[src/rtl/barrel_pkg.sv]
// Shared constants and reference rotate helpers for the pipelined rotate-left unit.
package barrel_pkg;

  // Default datapath width and the matching rotate-amount field width.
  localparam int BARREL_WIDTH = 8;
  localparam int BARREL_AMT_W = $clog2(BARREL_WIDTH);

  // Rotate left by amt: bits leaving the MSB re-enter at the LSB.
  function automatic logic [BARREL_WIDTH-1:0] rotl(
    input logic [BARREL_WIDTH-1:0] data,
    input logic [BARREL_AMT_W-1:0] amt
  );
    return (data << amt) | (data >> (BARREL_WIDTH - int'(amt)));
  endfunction

  // Rotate right by amt; rotl(rotr(x, n), n) == x for every n.
  function automatic logic [BARREL_WIDTH-1:0] rotr(
    input logic [BARREL_WIDTH-1:0] data,
    input logic [BARREL_AMT_W-1:0] amt
  );
    return (data >> amt) | (data << (BARREL_WIDTH - int'(amt)));
  endfunction

endpackage

[src/rtl/rotl_stage.sv]
// One register stage of the rotate-left pipeline: fixed rotate by 2^STAGE when
// the travelling amount has bit STAGE set, plus the local valid/ready logic.
module rotl_stage #(
  parameter int WIDTH = 8,
  parameter int AMT_W = 3,
  parameter int STAGE = 0
) (
  input  logic             clk,
  input  logic             rst_n,
  input  logic             i_valid,
  input  logic [WIDTH-1:0] i_data,
  input  logic [AMT_W-1:0] i_amt,
  output logic             o_ready,
  input  logic             i_ready,
  output logic             o_valid,
  output logic [WIDTH-1:0] o_data,
  output logic [AMT_W-1:0] o_amt
);

  // Rotate distance of this stage; always strictly less than WIDTH.
  localparam int SHIFT = 1 << STAGE;

  logic [WIDTH-1:0] w_rot;
  logic             r_valid;
  logic [WIDTH-1:0] r_data;
  logic [AMT_W-1:0] r_amt;

  // Conditional fixed rotate; pure wiring when the amount bit is clear.
  assign w_rot = i_amt[STAGE] ? ((i_data << SHIFT) | (i_data >> (WIDTH - SHIFT)))
                              : i_data;

  // The stage can take a new entry when it is empty or its content moves on.
  assign o_ready = !r_valid || i_ready;

  // Stage registers: load (including bubbles) when ready, otherwise hold.
  always_ff @(posedge clk or negedge rst_n) begin
    if (!rst_n) begin
      r_valid <= 1'b0;
      r_data  <= '0;
      r_amt   <= '0;
    end else if (o_ready) begin
      r_valid <= i_valid;
      r_data  <= w_rot;
      r_amt   <= i_amt;
    end
  end

  assign o_valid = r_valid;
  assign o_data  = r_data;
  assign o_amt   = r_amt;

endmodule

[src/rtl/barrel_rotl_pipe.sv]
// Pipelined logarithmic rotate-left unit with valid/ready on both sides.
// One register stage per amount bit; stage k applies the 2^k rotate.
// WIDTH must be a power of two, at least 2.
module barrel_rotl_pipe
  import barrel_pkg::*;
#(
  parameter  int WIDTH = BARREL_WIDTH,
  localparam int AMT_W = $clog2(WIDTH)
) (
  input  logic             clk,
  input  logic             rst_n,
  input  logic             in_valid,
  output logic             in_ready,
  input  logic [WIDTH-1:0] in_data,
  input  logic [AMT_W-1:0] in_amt,
  output logic             out_valid,
  input  logic             out_ready,
  output logic [WIDTH-1:0] out_data,
  output logic [AMT_W-1:0] out_amt
);

  // Index k is the input of stage k; index AMT_W is the pipeline output.
  logic             w_valid [0:AMT_W];
  logic [WIDTH-1:0] w_data  [0:AMT_W];
  logic [AMT_W-1:0] w_amt   [0:AMT_W];
  logic             w_ready [0:AMT_W];

  assign w_valid[0]     = in_valid;
  assign w_data[0]      = in_data;
  assign w_amt[0]       = in_amt;
  assign w_ready[AMT_W] = out_ready;

  // Chain of stages; ready ripples combinationally back from out_ready.
  generate
    for (genvar gi = 0; gi < AMT_W; gi++) begin : g_stage
      rotl_stage #(
        .WIDTH (WIDTH),
        .AMT_W (AMT_W),
        .STAGE (gi)
      ) u_stage (
        .clk     (clk),
        .rst_n   (rst_n),
        .i_valid (w_valid[gi]),
        .i_data  (w_data[gi]),
        .i_amt   (w_amt[gi]),
        .o_ready (w_ready[gi]),
        .i_ready (w_ready[gi+1]),
        .o_valid (w_valid[gi+1]),
        .o_data  (w_data[gi+1]),
        .o_amt   (w_amt[gi+1])
      );
    end
  endgenerate

  assign in_ready  = w_ready[0];
  assign out_valid = w_valid[AMT_W];
  assign out_data  = w_data[AMT_W];
  assign out_amt   = w_amt[AMT_W];

endmodule

[config.mk]
export PLATFORM = sky130hd
export DESIGN_NAME = barrel_rotl_pipe
export DESIGN_NICKNAME = d
export VERILOG_FILES = /design/src/rtl/barrel_pkg.sv /design/src/rtl/rotl_stage.sv /design/src/rtl/barrel_rotl_pipe.sv
export SDC_FILE = /design/constraint.sdc
export NUM_CORES = 1
export LEC_CHECK = 0
export CAP_MARGIN = 20
export CORE_MARGIN = 2
export CORE_UTILIZATION = 40
export CTS_CLUSTER_SIZE = 40
export DETAILED_ROUTE_END_ITERATION = 6
export PLACE_DENSITY_LB_ADDON = 0.05
export SYNTH_ARGS = -nofsm -noshare
export SYNTH_HDL_FRONTEND = slang
export SYNTH_SLANG_ARGS = --single-unit
[constraint.sdc]
create_clock -name clk -period 1.7 [get_ports clk]
set_input_delay 0.34 -clock clk [delete_from_list [all_inputs] [get_ports clk]]
set_output_delay 0.34 -clock clk [all_outputs]
set_load 0.01 [all_outputs]
# == Word-level counts from Yosys, hierarchy flattened ==
# Cells that the tools add are included.
# word_totals
reg_bits,36
word_cells,21
out_inout_bits,13
inputBits,15
# classes
mux,3
reduce_logical,6
bitwise,3
# ops
op,n
8-bit 2-to-1 mux,3
8-bit by 1-bit bitwise OR with 8-bit output,1
8-bit by 2-bit bitwise OR with 8-bit output,1
8-bit by 4-bit bitwise OR with 8-bit output,1
1-bit logical NOT,3
1-bit logical OR,3

# == Depth between registers and ports, before layout ==
# Gate-level depths: netlist (run 1).
# depth
depth_word,4
mapped_depth,3

# == Modules after synthesis ==
# A second synthesis (run 1) with hierarchy kept.
# hier_totals
cells_unflattened,105
hier_area_um2,1816.7
# modules_own_cells
mod,seq_area_each_um2,instances,area_each_um2,cells_each
rotl_stage (g_stage[0].u_stage ...),300.3,2,616.8,35
rotl_stage (g_stage[2].u_stage),300.3,1,583.1,35

# == Worst setup path after synthesis (run 1) ==
# OpenSTA, ideal clock, no wires.
# synth_path
path_type,register to register
start,reg g_stage[2].u_stage.r_valid
end,reg g_stage[0].u_stage.r_amt[2]
n_path_buf,1
setup_ns,0.128
period_less_slack_ns,1.253
path_stages_with_launch,4
arrival_time_ns,1.126
setup_slack_ns,0.447
cell_sequence,dfrtp_1 > nand4b_2 > buf_2 > mux2_1
# synth_via
elab_chain_cells,4
# synth_lines
item,line,rtl
start: declaration,rotl_stage.sv:24,logic r_valid;
start signal: assignment,rotl_stage.sv:42,r_valid <= i_valid;
1-bit logical NOT,rotl_stage.sv:33,assign o_ready = !r_valid || i_ready;
1-bit logical OR (3 in a row),rotl_stage.sv:33,
via in_ready,barrel_rotl_pipe.sv:13,"output logic in_ready,"
end signal: assignment,rotl_stage.sv:44,r_amt <= i_amt;
end: declaration,rotl_stage.sv:26,logic [AMT_W-1:0] r_amt;
# The timed path passes the listed nets, and every way through them passes these cells.
# A chain may end at the register's enable or synchronous reset.

# == Worst setup path after layout (run 1) ==
# layout_path
start,in out_ready
end,out in_ready
# layout_via
elab_chain_cells,3
# layout_lines
item,line,rtl
start: declaration,barrel_rotl_pipe.sv:17,"input logic out_ready,"
1-bit logical OR (3 in a row),rotl_stage.sv:33,
end: declaration,barrel_rotl_pipe.sv:13,
# No other way between the ends.

==> results of run 1 <==
-- layer usage --
layer	routed length (um)	global-route usage (%)
met1	1270	18.20
met2	1497	25.25
met3	138	5.667
met4	59	6.888
met5	0	0
-- final timing paths --
path                                                  start  cells past startpoint                      endpoint  slack, ns
worst max-delay path                              out_ready                      3                      in_ready       0.06
worst min-delay path                                  rst_n                      2   g_stage[1].u_stage.o_amt[0]       0.47
worst max register to register  g_stage[1].u_stage.o_amt[2]                      2  g_stage[2].u_stage.o_data[5]       0.31
worst min register to register  g_stage[1].u_stage.o_amt[0]                      1   g_stage[1].u_stage.o_amt[0]       0.48
max in group asynchronous                             rst_n                      2  g_stage[1].u_stage.o_data[6]       0.91
min in group clk                g_stage[1].u_stage.o_amt[0]                      1   g_stage[1].u_stage.o_amt[0]       0.48
-- worst max-delay path: stages --
cell and delay, ns:
clkdlybuf4s50_1 0.44, nand4b_2 0.25, clkdlybuf4s15_1 0.27
-- flip-flops by register name, summed over array words and instances, names as in the netlist --
register	flops
g_stage.u_stage.o_amt	9
g_stage.u_stage.o_data	24
g_stage.u_stage.o_valid	3
-- power breakdown --
part           leakage (nW)  switching, W  internal (W)
combinational         0.388      0.000216      0.000444
sequential            0.416      0.000125       0.00104
clock                0.0455      0.000286      0.000330
total                 0.849      0.000627       0.00181
-- kinds of logic after synthesis --
logic type / after synthesis
buffers and inverters: 6
flip-flops: 36
AND/OR/NAND/NOR: 6
multiplexers: 57
-- through the flow --
stage | instances | TNS, ns
detailed placement | 181 | -1.201
CTS | 189 | 0
global placement | 181 | -0.9910
global route | 189 | 0
finish | 189 | 0
floorplan | 105 | 0
-- area by class of cell --
type / count / area [um2]
fillers: 336 / 1867
flip-flops and latches: 36 / 900.9
multi-input cells: 63 / 689.4
repair buffers: 32 / 332.8
clock buffers: 8 / 90.09
well taps: 50 / 62.56
-- cell usage after synthesis --
cell type,instances
nand2b_1,4
nand4b_2,1
mux2_2,46
buf_2,6
dfrtp_1,36
nand3b_1,1
mux2_1,11
-- what timing repair did --
| item | CTS | global route |
|---|---|---|
| setup endpoints to repair | 1 | 1 |
| endpoints found under the hold margin | 0 | 0 |
| resized for setup | 1 | 1 |
==> impl_metrics.yaml, run 1 <==
status:
  status: "finished clean"
synth:
  synth-seq-cells: 36
  synth-seq-area-share_pct: 55.60
  synth.area.top_cells: "dfrtp_1 (56%), mux2_2 (32%), mux2_1 (7.6%)"
  synthAdderAreaFrac_pct: 0
  synthMuxAreaShare_pct: 39.61
  yosys.area_share.simple_pct: 2.934
  syn_area_per_cell_um2: 15.43
  synth_cell_types: 7
  ys_warn_count: 0
  yosys.area.top_type_share_pct: 55.60
  syn_nets: 120
  synth_top_family_by_area: "multiplexers"
  netlist.top_cell.by_area: "dfrtp_1"
  synth_xor_area_share_pct: 0
  mappedNetlistArea_um2: 1620
  synth-compound-area-share_pct: 0
  synth_cells: 105
route:
  wl_per_cell_um: 15.69
  viasPerCell: 4.947
  first_pass_iters: 2
  drc: 0
  ant_nets: 0
  finalWirelength_um: 2965
  dr.first_iter.drc_count: 11
  vias: 935
sta:
  fin_worst_skew_ns: 0.002537
  finalSetupViolCount: 0
  worst_slew_pin_slew_ns: 0.4551
  slew_violations: 0
  post-route-period-util_pct: 96.37
  layout_setup_ws_ns: 0.06164
  maxSlewHeadroom_pct: 69.66
  holdWs_ns: 0.4734
  hold_viol_final: 0
  rsz0062_at_grt: "false"
  period_minus_slack_ns: 1.638
  clock.fmax_ghz: 0.6104
layout:
  nNetsFinal: 153
  area_delta_synth_final_pct: 28.11
  final_area_um2: 2076
  drive_gt1_share_pct: 41.73
  antenna_cells: 0
  mostFrequentLayoutCells: "mux2_2 (46), dfrtp_1 (36), clkdlybuf4s50_1 (26)"
  final_common_cell: "mux2_2"
  finish.utilization_pct: 52.65
cts:
  h-tree-depth: 2
  cts_buffer_depth: 2
  cts_sinks: 36
  cts_made_buffers: 5
  postCtsHoldBufs: 0
  postCtsSetupBuffers: 0
  clkLatencyLatePin_ns: 0.28
  path_clk_slew_ns: 0.07
  cts_tree: "yes"
  root_buffer: "clkbuf_8"
global_routing:
  grtUsageTotal_pct: 15.50
  grt_pass1_wl_um: 5009
  antenna_found_initial: 0
  grt_max_degree: 37
  globalRouteOverflowTotal: 0
  grt_pass1_vias: 1053
placement:
  dp_hpwl_um: 2130
  placed_area_um2: 1986
  gp_congestion: 0.6571
  dp_slack_ns: -0.1849
  io_buffer_count: 27
floorplan:
  die_height_um: 67.65
  rows: 23
  coreArea_um2: 3943
  pin_count: 28
  dieArea_um2: 4576
  die_x_um: 67.65
  start_util_pct: 41.10
pwr:
  powerDensity_nw_per_um2: 1176
  irDropWorstVdd_v: 0.0005636
  p_leak_nw: 0.8495
  power.total_w: 0.002442
setup_path:
  required_ns: 1.36
  crit_type: "input port to primary output"
  startpoint_type: "input port"
  cp-end-kind: "primary output"
  worstPathMaxFanout: 3
  critPathArrivalTime_ns: 1.30
worst_hold_path:
  min_path_type: "input port to asynchronous set/reset pin"
flow_run:
  cap_violations: 0
Power figures use the tool's default switching activity.
==> inputs of run 2 (changes only) <==
--- a/config.mk
+++ b/config.mk
@@ -6,7 +6,6 @@
 export NUM_CORES = 1
 export LEC_CHECK = 0
 export CAP_MARGIN = 20
-export CORE_MARGIN = 2
 export CORE_UTILIZATION = 40
 export CTS_CLUSTER_SIZE = 40
 export DETAILED_ROUTE_END_ITERATION = 6
==> constraint.sdc (replaced) <==
create_clock -name clk -period 2 [get_ports clk]
set_input_delay 0.4 -clock clk [delete_from_list [all_inputs] [get_ports clk]]
set_output_delay 0.4 -clock clk [all_outputs]
set_load 0.01 [all_outputs]
==> impl_metrics.yaml, run 2 (same netlist as run 1, synthesis figures left out) <==
status:
  status: "finished clean"
sta:
  setup_tns_ns: 0
  hold_viol_final: 0
  clock.fmax_ghz: 0.5531
  maxSlewHeadroom_pct: 70.91
  fin_worst_skew_ns: 0.001985
  period_minus_slack_ns: 1.808
  rsz0062_at_grt: "false"
  worst_slew_pin_slew_ns: 0.4363
  finalSetupViolCount: 0
  post-route-period-util_pct: 90.40
  slew_violations: 0
global_routing:
  grtUsageTotal_pct: 15.60
  antenna_found_initial: 0
  grt_max_degree: 37
  globalRouteOverflowTotal: 0
  grt_pass1_wl_um: 4919
  grt_pass1_vias: 1017
route:
  drc: 0
  wl_per_cell_um: 14.93
  first_pass_iters: 4
  ant_nets: 0
  vias: 936
  dr.first_iter.drc_count: 22
  viasPerCell: 5.032
  finalWirelength_um: 2777
layout:
  area_delta_synth_final_pct: 25.87
  final_common_cell: "mux2_2"
  drive_gt1_share_pct: 41.30
  largest_reg_flops: 24
  mostFrequentLayoutCells: "mux2_2 (46), dfrtp_1 (36), clkdlybuf4s50_1 (26)"
  antenna_cells: 0
  nNetsFinal: 152
  fin_cells: 186
  fill_cells: 316
setup_path:
  required_ns: 1.60
  worstReg2RegStart: "g_stage[1].u_stage.o_amt[2]"
  slowest_delay_ns: 0.45
  rrSetupSlack_ns: 0.67
  crit_type: "input port to primary output"
  cp-end-kind: "primary output"
  startpoint_type: "input port"
  reg2reg_depth: 2
  cp-endpoint: "in_ready"
  slowest_stage: "clkdlybuf4s50_1"
  r2r-end: "g_stage[2].u_stage.o_data[5]"
  critPathArrivalTime_ns: 1.41
  critPathLaunch: "out_ready"
  worstPathMaxFanout: 3
  crit_chain: "clkdlybuf4s50_1 -> nand4b_2 -> dlygate4sd2_1"
placement:
  gp_congestion: 0.6742
  dp_cells: 178
  dp_hpwl_um: 2029
  io_buffer_count: 27
floorplan:
  die_x_um: 65.65
  pin_count: 28
  start_util_pct: 42.97
  rows: 22
  coreArea_um2: 3771
  die_height_um: 65.65
  dieArea_um2: 4309
flow_run:
  cap_violations: 0
pwr:
  powerDensity_nw_per_um2: 1001
  p_leak_nw: 0.8331
  irDropWorstVdd_v: 0.0006598
cts:
  clkLatencyLatePin_ns: 0.28
  postCtsHoldBufs: 0
  root_buffer: "clkbuf_8"
  h-tree-depth: 2
  postCtsSetupBuffers: 0
  cts_buffer_depth: 2
  cts_tree: "yes"
  cts_sinks: 36
  path_clk_slew_ns: 0.06
  cts_made_buffers: 5
worst_hold_path:
  min_path_type: "flop to flop"
==> run 2: changes by cell type in the layout (fill, tap and decap cells not counted), sizes merged <==
cell           previous run  this run
buf                       5         4
clkdlybuf4s15             1         0
dlygate4sd2               0         1
==> run 2: power breakdown <==
group	switching [W]	internal, W	total, W
logic	0.000177	0.000366	0.000543
clock network	0.000231	0.000281	0.000511
registers	0.000103	0.000885	0.000987
total	0.000511	0.00153	0.00204
==> run 2: area by class of cell <==
type                            instances  area (um2)  share of cell area [%]
Clock buffer                            8       90.09                   4.417
Timing Repair Buffer                   31       299.0                   14.66
Sequential cell                        36       900.9                   44.17
Multi-Input combinational cell         63       689.4                   33.80
Tap cell                               48       60.06                   2.945
==> run 2: how the worst min path moves through the flow <==
stage                                startpoint                          end  slack (ns)  cells after the start
floorplan                                 rst_n  g_stage[0].u_stage.o_amt[0]        0.10                      0
global placement    g_stage[1].u_stage.o_amt[1]  g_stage[1].u_stage.o_amt[1]        0.47                      1
detailed placement  g_stage[1].u_stage.o_amt[0]  g_stage[1].u_stage.o_amt[0]        0.47                      1
CTS                 g_stage[1].u_stage.o_amt[0]  g_stage[1].u_stage.o_amt[0]        0.49                      1
global route         g_stage[0].u_stage.o_valid   g_stage[1].u_stage.o_valid        0.52                      1
finish               g_stage[0].u_stage.o_valid   g_stage[1].u_stage.o_valid        0.48                      1
==> run 2: worst max-delay path, delay by kind of cell <==
family	cells	cell delay [ns]
buffers and inverters	2	0.76
AND/OR/NAND/NOR	1	0.25
==> run 2: layer usage <==
metal  global-route usage (%)  part of all wire (%)  wire length, um
met2                    26.02                    51             1423
met4                    7.337                   1.4               40
met1                    18.46                    44             1214
met5                        0                     0                0
met3                    4.167                   3.5               98
==> run 2: repair_timing <==
| item | in CTS | in global routing |
|---|---|---|
| resized for setup | 1 | 0 |
| setup endpoints to repair | 1 | 0 |
| hold endpoints to repair | 0 | 0 |
==> run 2: metrics by stage <==
stage               worst slack, ns  utilization, %  power (W)  instance area, um2  hold slack [ns]
global placement           -0.02673           51.73   0.001541                1951           0.4656
floorplan                    0.6904               -   0.001286                1620           0.1044
finish                       0.1920           54.08   0.002042                2039           0.4831
CTS                          0.1506           54.08   0.002081                2039           0.4857
detailed placement         -0.03659           51.73   0.001558                1951           0.4705
global route                 0.1213           54.08   0.002172                2039           0.5190
